`src/rtl/cpu86_types_pkg.sv`:
```
`default_nettype none
// ============================================================================
// Module      : cpu86_types_pkg
// Description : Shared register-code enumerations, reset constants and the
//               writeback entry layout for the cpu86 register reader/writer.
//               Also provides the helper that maps a writeback destination
//               onto its pending-counter slot.
// Revision    : 1.0 - initial release
// ============================================================================
package cpu86_types_pkg;

    // Word destination codes (wb_w = 1)
    typedef enum logic [3:0] {
        RC_AX = 4'd0,
        RC_CX = 4'd1,
        RC_DX = 4'd2,
        RC_BX = 4'd3,
        RC_SP = 4'd4,
        RC_BP = 4'd5,
        RC_SI = 4'd6,
        RC_DI = 4'd7,
        RC_ES = 4'd8,
        RC_CS = 4'd9,
        RC_SS = 4'd10,
        RC_DS = 4'd11,
        RC_FL = 4'd12
    } reg_code_e;

    // Byte destination codes (wb_w = 0); bit 2 selects the high byte and
    // bits 1:0 select the parent register AX/CX/DX/BX.
    typedef enum logic [3:0] {
        RB_AL = 4'd0,
        RB_CL = 4'd1,
        RB_DL = 4'd2,
        RB_BL = 4'd3,
        RB_AH = 4'd4,
        RB_CH = 4'd5,
        RB_DH = 4'd6,
        RB_BH = 4'd7
    } byte_code_e;

    localparam int          NUM_REGS   = 13;
    localparam int          WB_ENTRY_W = 21;

    localparam logic [15:0] RST_GP     = 16'h0000;
    localparam logic [15:0] RST_CS     = 16'hFFFF;
    localparam logic [15:0] RST_FL     = 16'hF002;

    typedef struct packed {
        logic        w;
        logic [3:0]  dreg;
        logic [15:0] data;
    } wb_entry_t;

    typedef struct packed {
        logic       valid;
        logic [3:0] idx;
    } cnt_sel_t;

    // Pending-counter slot touched by a writeback; byte writes charge the
    // parent register, discarded codes charge nothing.
    function automatic cnt_sel_t cnt_sel(input logic w, input logic [3:0] dreg);
        cnt_sel_t s;
        if (w) begin
            s.valid = (dreg < 4'(NUM_REGS));
            s.idx   = dreg;
        end else begin
            s.valid = (dreg[3] == 1'b0);
            s.idx   = {2'b00, dreg[1:0]};
        end
        return s;
    endfunction

    function automatic logic [15:0] reset_value(input logic [3:0] code);
        logic [15:0] v;
        case (code)
            RC_CS:   v = RST_CS;
            RC_FL:   v = RST_FL;
            default: v = RST_GP;
        endcase
        return v;
    endfunction

endpackage
`default_nettype wire

```
`src/rtl/cpu86_wb_fifo.sv`:
```
`default_nettype none
// ============================================================================
// Module      : cpu86_wb_fifo
// Description : Small synchronous FIFO holding accepted writeback requests.
// Ports       : clk, rst        - clock, async active-high reset
//               push, push_data - enqueue (ignored when full)
//               pop, pop_data   - dequeue head (ignored when empty)
//               empty, full     - occupancy flags
// Revision    : 1.0 - initial release
// ============================================================================
module cpu86_wb_fifo #(
    parameter int DEPTH = 2,
    parameter int WIDTH = 21
) (
    input  logic             clk,
    input  logic             rst,
    input  logic             push,
    input  logic [WIDTH-1:0] push_data,
    input  logic             pop,
    output logic [WIDTH-1:0] pop_data,
    output logic             empty,
    output logic             full
);

    localparam int PTR_W = (DEPTH > 1) ? $clog2(DEPTH) : 1;
    localparam int CNT_W = $clog2(DEPTH + 1);

    logic [WIDTH-1:0] mem_q [DEPTH];
    logic [WIDTH-1:0] mem_d [DEPTH];
    logic [PTR_W-1:0] wr_ptr_q, wr_ptr_d;
    logic [PTR_W-1:0] rd_ptr_q, rd_ptr_d;
    logic [CNT_W-1:0] count_q, count_d;
    logic             w_push;
    logic             w_pop;

    assign empty    = (count_q == '0);
    assign full     = (count_q == CNT_W'(DEPTH));
    assign w_push   = push && !full;
    assign w_pop    = pop && !empty;
    assign pop_data = mem_q[rd_ptr_q];

    always_comb begin
        mem_d    = mem_q;
        wr_ptr_d = wr_ptr_q;
        rd_ptr_d = rd_ptr_q;
        count_d  = count_q;
        if (w_push) begin
            mem_d[wr_ptr_q] = push_data;
            // Explicit wrap keeps non-power-of-two depths correct.
            wr_ptr_d = (wr_ptr_q == PTR_W'(DEPTH - 1)) ? '0 : wr_ptr_q + 1'b1;
        end
        if (w_pop) begin
            rd_ptr_d = (rd_ptr_q == PTR_W'(DEPTH - 1)) ? '0 : rd_ptr_q + 1'b1;
        end
        if (w_push && !w_pop) begin
            count_d = count_q + 1'b1;
        end else if (!w_push && w_pop) begin
            count_d = count_q - 1'b1;
        end
    end

    always_ff @(posedge clk or posedge rst) begin
        if (rst) begin
            for (int i = 0; i < DEPTH; i++) begin
                mem_q[i] <= '0;
            end
            wr_ptr_q <= '0;
            rd_ptr_q <= '0;
            count_q  <= '0;
        end else begin
            mem_q    <= mem_d;
            wr_ptr_q <= wr_ptr_d;
            rd_ptr_q <= rd_ptr_d;
            count_q  <= count_d;
        end
    end

endmodule
`default_nettype wire

```
`src/rtl/cpu86_exec_register_writer.sv`:
```
`default_nettype none
// ============================================================================
// Module      : cpu86_exec_register_writer
// Description : Architectural register file write side. Writeback requests
//               are queued and retired one per cycle into the register file;
//               per-register pending counters track issue-side reservations.
// Ports       : clk, reset                     - clock, async active-high reset
//               wb_valid/wb_ready, wb_dreg,
//               wb_w, wb_data                  - writeback request
//               iss_valid/iss_ready, iss_dreg  - destination reservation
//               hold                           - freeze retirement
//               ax..fl                         - architectural registers
//               busy                           - per-code pending flag
// Revision    : 1.0 - initial release
// ============================================================================
module cpu86_exec_register_writer
    import cpu86_types_pkg::*;
#(
    parameter int DEPTH = 2
) (
    input  logic        clk,
    input  logic        reset,
    input  logic        wb_valid,
    output logic        wb_ready,
    input  logic [3:0]  wb_dreg,
    input  logic        wb_w,
    input  logic [15:0] wb_data,
    input  logic        iss_valid,
    output logic        iss_ready,
    input  logic [3:0]  iss_dreg,
    input  logic        hold,
    output logic [15:0] ax,
    output logic [15:0] bx,
    output logic [15:0] cx,
    output logic [15:0] dx,
    output logic [15:0] sp,
    output logic [15:0] bp,
    output logic [15:0] si,
    output logic [15:0] di,
    output logic [15:0] es,
    output logic [15:0] cs,
    output logic [15:0] ss,
    output logic [15:0] ds,
    output logic [15:0] fl,
    output logic [15:0] busy
);

    logic [15:0] regs_q [NUM_REGS];
    logic [15:0] regs_d [NUM_REGS];
    logic [2:0]  cnt_q  [NUM_REGS];
    logic [2:0]  cnt_d  [NUM_REGS];
    logic [15:0] busy_q, busy_d;

    logic                  w_full;
    logic                  w_empty;
    logic                  w_push;
    logic                  w_retire;
    logic [WB_ENTRY_W-1:0] w_head_raw;
    wb_entry_t             w_head;
    wb_entry_t             w_push_entry;
    cnt_sel_t              w_ret_sel;
    logic                  w_iss_hs;
    logic [2:0]            w_iss_cnt;

    // ------------------------------------------------------------------------
    // Writeback queue
    // ------------------------------------------------------------------------
    assign wb_ready     = !w_full;
    assign w_push       = wb_valid && !w_full;
    assign w_push_entry = '{w: wb_w, dreg: wb_dreg, data: wb_data};
    assign w_retire     = !hold && !w_empty;
    assign w_head       = wb_entry_t'(w_head_raw);
    assign w_ret_sel    = cnt_sel(w_head.w, w_head.dreg);

    cpu86_wb_fifo #(
        .DEPTH (DEPTH),
        .WIDTH (WB_ENTRY_W)
    ) u_wb_fifo (
        .clk       (clk),
        .rst       (reset),
        .push      (w_push),
        .push_data (w_push_entry),
        .pop       (w_retire),
        .pop_data  (w_head_raw),
        .empty     (w_empty),
        .full      (w_full)
    );

    // ------------------------------------------------------------------------
    // Register file update from the retiring head entry
    // ------------------------------------------------------------------------
    always_comb begin
        regs_d = regs_q;
        if (w_retire) begin
            if (w_head.w) begin
                if (w_head.dreg < 4'(NUM_REGS)) begin
                    regs_d[w_head.dreg] = w_head.data;
                end
            end else if (!w_head.dreg[3]) begin
                if (w_head.dreg[2]) begin
                    regs_d[{2'b00, w_head.dreg[1:0]}][15:8] = w_head.data[7:0];
                end else begin
                    regs_d[{2'b00, w_head.dreg[1:0]}][7:0]  = w_head.data[7:0];
                end
            end
        end
    end

    // ------------------------------------------------------------------------
    // Pending-reservation counters
    // ------------------------------------------------------------------------
    always_comb begin
        w_iss_cnt = 3'd0;
        for (int i = 0; i < NUM_REGS; i++) begin
            if (iss_dreg == 4'(i)) begin
                w_iss_cnt = cnt_q[i];
            end
        end
    end

    // A saturated counter can still take a reservation when the same code
    // retires this cycle, since the net change is zero.
    assign iss_ready = (w_iss_cnt != 3'd7) ||
                       (w_retire && w_ret_sel.valid && (w_ret_sel.idx == iss_dreg));
    assign w_iss_hs  = iss_valid && iss_ready;

    always_comb begin
        busy_d = '0;
        for (int i = 0; i < NUM_REGS; i++) begin
            cnt_d[i] = cnt_q[i];
            if ((w_iss_hs && (iss_dreg == 4'(i))) &&
                !(w_retire && w_ret_sel.valid && (w_ret_sel.idx == 4'(i)))) begin
                cnt_d[i] = cnt_q[i] + 3'd1;
            end else if (!(w_iss_hs && (iss_dreg == 4'(i))) &&
                         (w_retire && w_ret_sel.valid && (w_ret_sel.idx == 4'(i))) &&
                         (cnt_q[i] != 3'd0)) begin
                cnt_d[i] = cnt_q[i] - 3'd1;
            end
            busy_d[i] = (cnt_d[i] != 3'd0);
        end
    end

    // ------------------------------------------------------------------------
    // State registers
    // ------------------------------------------------------------------------
    always_ff @(posedge clk or posedge reset) begin
        if (reset) begin
            for (int i = 0; i < NUM_REGS; i++) begin
                regs_q[i] <= reset_value(4'(i));
                cnt_q[i]  <= 3'd0;
            end
            busy_q <= '0;
        end else begin
            regs_q <= regs_d;
            cnt_q  <= cnt_d;
            busy_q <= busy_d;
        end
    end

    assign ax   = regs_q[RC_AX];
    assign cx   = regs_q[RC_CX];
    assign dx   = regs_q[RC_DX];
    assign bx   = regs_q[RC_BX];
    assign sp   = regs_q[RC_SP];
    assign bp   = regs_q[RC_BP];
    assign si   = regs_q[RC_SI];
    assign di   = regs_q[RC_DI];
    assign es   = regs_q[RC_ES];
    assign cs   = regs_q[RC_CS];
    assign ss   = regs_q[RC_SS];
    assign ds   = regs_q[RC_DS];
    assign fl   = regs_q[RC_FL];
    assign busy = busy_q;

endmodule
`default_nettype wire

```
`config.mk`:
```
export PLATFORM = sky130hd
export DESIGN_NAME = cpu86_exec_register_writer
export DESIGN_NICKNAME = d
export VERILOG_FILES = /design/src/rtl/cpu86_types_pkg.sv /design/src/rtl/cpu86_wb_fifo.sv /design/src/rtl/cpu86_exec_register_writer.sv
export SDC_FILE = /design/constraint.sdc
export NUM_CORES = 1
export LEC_CHECK = 0
export CAP_MARGIN = 25
export CORE_MARGIN = 4
export CORE_UTILIZATION = 53
export CTS_CLUSTER_DIAMETER = 150
export DETAILED_ROUTE_END_ITERATION = 10
export PLACE_DENSITY = 0.77
export SETUP_SLACK_MARGIN = 0.4
export SYNTH_ARGS = -nofsm -noshare
export SYNTH_HDL_FRONTEND = slang
export SYNTH_HIERARCHICAL = 1
export SYNTH_SLANG_ARGS = --single-unit
```
`constraint.sdc`:
```
create_clock -name clk -period 10.3 [get_ports clk]
set_clock_uncertainty 0.05 [all_clocks]
set_input_delay 2.06 -clock clk [delete_from_list [all_inputs] [get_ports clk]]
set_output_delay 2.06 -clock clk [all_outputs]
set_load 0.05 [all_outputs]
```
==> out/results.tsv <==
stage	metric	value	unit
status	status	finished, final reports clean	
sta	slew_viol_final	0	
floorplan	start_util	0.541	
power_and_ir_drop	pwr-share-seq	0.295	
finish	final_cell_mix	nand2_1 (429), dfrtp_1 (285), clkdlybuf4s50_1 (252), mux2_2 (113), nor2_1 (81)	
setup_path	crit-reg2reg-launch	u_wb_fifo/rd_ptr_q	
grt	grt_pass1_vias	12363	
sta	fin_crit_sh	0.729	
yosys	syn_inst	1478	
setup_path	r2r_end	busy[4]	
finish	layout_commonest_cell	nand2_1	
power_and_ir_drop	p_comb_frac	0.520	
setup_path	crit_type	input pin to output port	
clock_tree	post_cts_resized	0	
place	gp_congestion	0.856	
clock_tree	cts.sinks	306	
finish	n_antenna_cell	0	
setup_path	required	8.19	ns
route	wl_per_cell	21.3	µm
clock_tree	clk_pin_slew	0.06	ns
route	drt_iter0_markers	1156	
setup_path	path_cells	clkdlybuf4s50_1 -> nand2b_1 -> o32ai_1 -> a221oi_1 -> a21oi_1 -> a21boi_0 -> o21ai_0 -> nand3_1 -> clkdlybuf4s50_1	
power_and_ir_drop	switching_power	3330	µW
grt	grt_max_degree	125	
finish	seq_area	0.00768	mm²
yosys	synth_compound_area_frac	0.106	
setup_path	max_stage_delay	1.02	ns
floorplan	row_count	60	
yosys	syn_area_per_cell	9.89	µm²
sta	rsz0062_at_grt	no	
min_path	hold_depth	2	
setup_path	cpMostUsedCell	clkdlybuf4s50_1	
route	vias	12050	
route	drt-total-wl	44100	µm
min_path	worstHoldPathType	flip-flop to flip-flop	
clock_tree	root_buffer	clkbuf_16	
power_and_ir_drop	cellPowerDensity	374	mW/mm²
finish	largestRegisters	u_wb_fifo/mem_q x42, cnt_q x39	
finish	fill_cells	2022	
floorplan	die_h	174	µm
route	routed_via_density	5.82	
clock_tree	cts_hold_buf	0	
sta	hold_violations	0	
setup_path	arrival	5.40	ns
finish	nets	1772	
finish	area.growth.synth_to_final	27.3	%
grt	grt_pass1_wl	69100	µm
yosys	synth_seq_area_share	0.526	
floorplan	core_area	0.0270	mm²
finish	multiInputGateArea	0.00640	mm²
finish	largest_register	u_wb_fifo/mem_q	
setup_path	worstRegToRegCells	10	
floorplan	die_area	0.0303	mm²
finish	layout.cells.non_filler	2069	
yosys	syn_area	0.0146	mm²
yosys	synth_xor_area_frac	0.0138	
grt	grt.overflow.total	0	
yosys	ys_ff_latch	306	
sta	min_period	7.51	ns
finish	largest_reg_flops	42	
grt	global_route.usage.met2	0.474	
min_path	min_from	cs[3]	
clock_tree	ctsLongestPathBuffers	3	
yosys	ys_async_sr_fraction	1.00	
clock_tree	post-cts-setup-buffers	0	
grt	antenna_found_initial	0	
yosys	synthAdderAreaFrac	0.0342	
sta	max_freq	0.133	GHz
yosys	synthSimpleGateAreaFrac	0.184	
power_and_ir_drop	p_leak	0.00844	µW
route	route.detailed.drc	0	
sta	relSlewSlack	0.315	
setup_path	setup.worst_path.start_class	input pin	
place	dp_cells	2006	
sta	finalSetupViolCount	0	
floorplan	io_pins	256	
yosys	synth_warnings	6	
power_and_ir_drop	clock_power_share	0.185	
grt	gr-usage-met1	0.354	
finish	drive_above_1_share	0.138	
floorplan	die_w	174	µm
setup_path	crit_path_end_kind	output port	
setup_path	r2r_slack	5.48	ns
yosys	dominantRegCellSynth	dfrtp_1	
grt	grtUsageTotal	0.287	
place	portBuffers	252	
clock_tree	cts_tree	done	
clock_tree	clk_latency	0.52	ns
yosys	ys_types	87	
place	dp_hpwl	29700	µm
min_path	hold-path-endpoint	cs[3]	
clock_tree	htree_levels	2	
yosys	synth.area.mux_share	0.0981	
power_and_ir_drop	p_sw_frac	0.479	
route	dr.pass1.iters	6	
yosys	synth_top_family_by_area	simple AND/OR/NAND/NOR gates	
sta	setup_tns	0	ns
job	maxCapViolations	0	
yosys	synth_edf_count	0	
setup_path	cp_slowest_cell	clkdlybuf4s50_1	
grt	grt.busiest_layer	met2	
setup_path	worstPathMaxFanout	24	
grt	grt_use_met3	0.0839	
sta	tightest_slew	1.03	ns
power_and_ir_drop	p_int	3620	µW
power_and_ir_drop	max-vdd-ir-drop	263	µV
route	ant_nets	0	
clock_tree	cts_buffers	34	
-- critical path: cells and delay by family --
family | cells | cell delay [ns]
buffers and inverters | 2 | 1.75
AO/OA/AOI/OAI | 5 | 1.24
AND/OR/NAND/NOR | 2 | 0.33
-- how the worst max path moves through the flow --
| stage | cells past startpoint | start | slack [ns] | end |
|---|---|---|---|---|
| finish | 9 | iss_dreg[0] | 2.79 | iss_ready |
| global route | 9 | iss_dreg[0] | 2.45 | iss_ready |
| CTS | 9 | iss_dreg[0] | 2.82 | iss_ready |
| detailed placement | 9 | iss_dreg[0] | 2.83 | iss_ready |
| global placement | 9 | iss_dreg[0] | 2.88 | iss_ready |
| floorplan | 1 | reset | 1.07 | ax[0] |
-- metrics by stage --
step / area (µm²) / util / worst slack [ns] / hold slack, ns / power [µW]
final: 18600 / 0.688 / 2.79 / 0.404 / 6950
after global routing: 18600 / 0.688 / 2.45 / 0.427 / 7270
after CTS: 18600 / 0.687 / 2.82 / 0.409 / 6950
after detailed placement: 17400 / 0.643 / 2.83 / 0.398 / 5640
after global placement: 17300 / 0.641 / 2.88 / 0.396 / 5550
after floorplan: 14600 / - / 1.07 / 0.376 / 4390
-- synth_stat cells, types with 20 or more instances --
cell type | number | area (µm²)
nand2_1 | 429 | 1610
dfrtp_1 | 285 | 7130
mux2_2 | 113 | 1270
nor2_1 | 82 | 308
clkbuf_1 | 55 | 206
a21oi_1 | 54 | 270
inv_1 | 49 | 184
o21ai_0 | 43 | 215
ha_1 | 40 | 500
a32oi_1 | 33 | 289
nor3_1 | 26 | 130
dfstp_2 | 21 | 552
nand3_1 | 21 | 105
xnor2_1 | 20 | 175
-- layout make-up --
cell class / count / area share
flip-flops and latches: 306 / 0.413
inverters: 51 / 0.0108
multi-input cells: 1040 / 0.344
clock buffers: 51 / 0.0562
clock inverters: 11 / 0.00834
well taps: 341 / 0.0229
repair buffers: 269 / 0.144
-- power by group through the flow --
stage                     clock network, µW  logic [µW]  registers [µW]
after floorplan                           0        1350            3040
after global placement                    0        3510            2030
after detailed placement                  0        3580            2060
after CTS                              1300        3610            2050
after global routing                   1360        3820            2100
final                                  1290        3620            2050
-- cell families (layout without fill, tap and decap cells) --
| logic type | after synthesis | in the layout |
|---|---|---|
| AO/OA/AOI/OAI | 216 | 216 |
| XOR/XNOR | 23 | 23 |
| adder cells (fa/ha/maj) | 40 | 40 |
| buffers and inverters | 134 | 382 |
| flip-flops | 306 | 306 |
| multiplexers | 129 | 129 |
| other | 1 | 3 |
| AND/OR/NAND/NOR | 629 | 629 |
-- metal layers --
metal	up-vias	wire length, µm
met2	540	21100
met1	5932	16900
met5	-	0
met3	120	4150
met4	0	1990
li1	5458	-
Power figures use the tool's default switching activity.
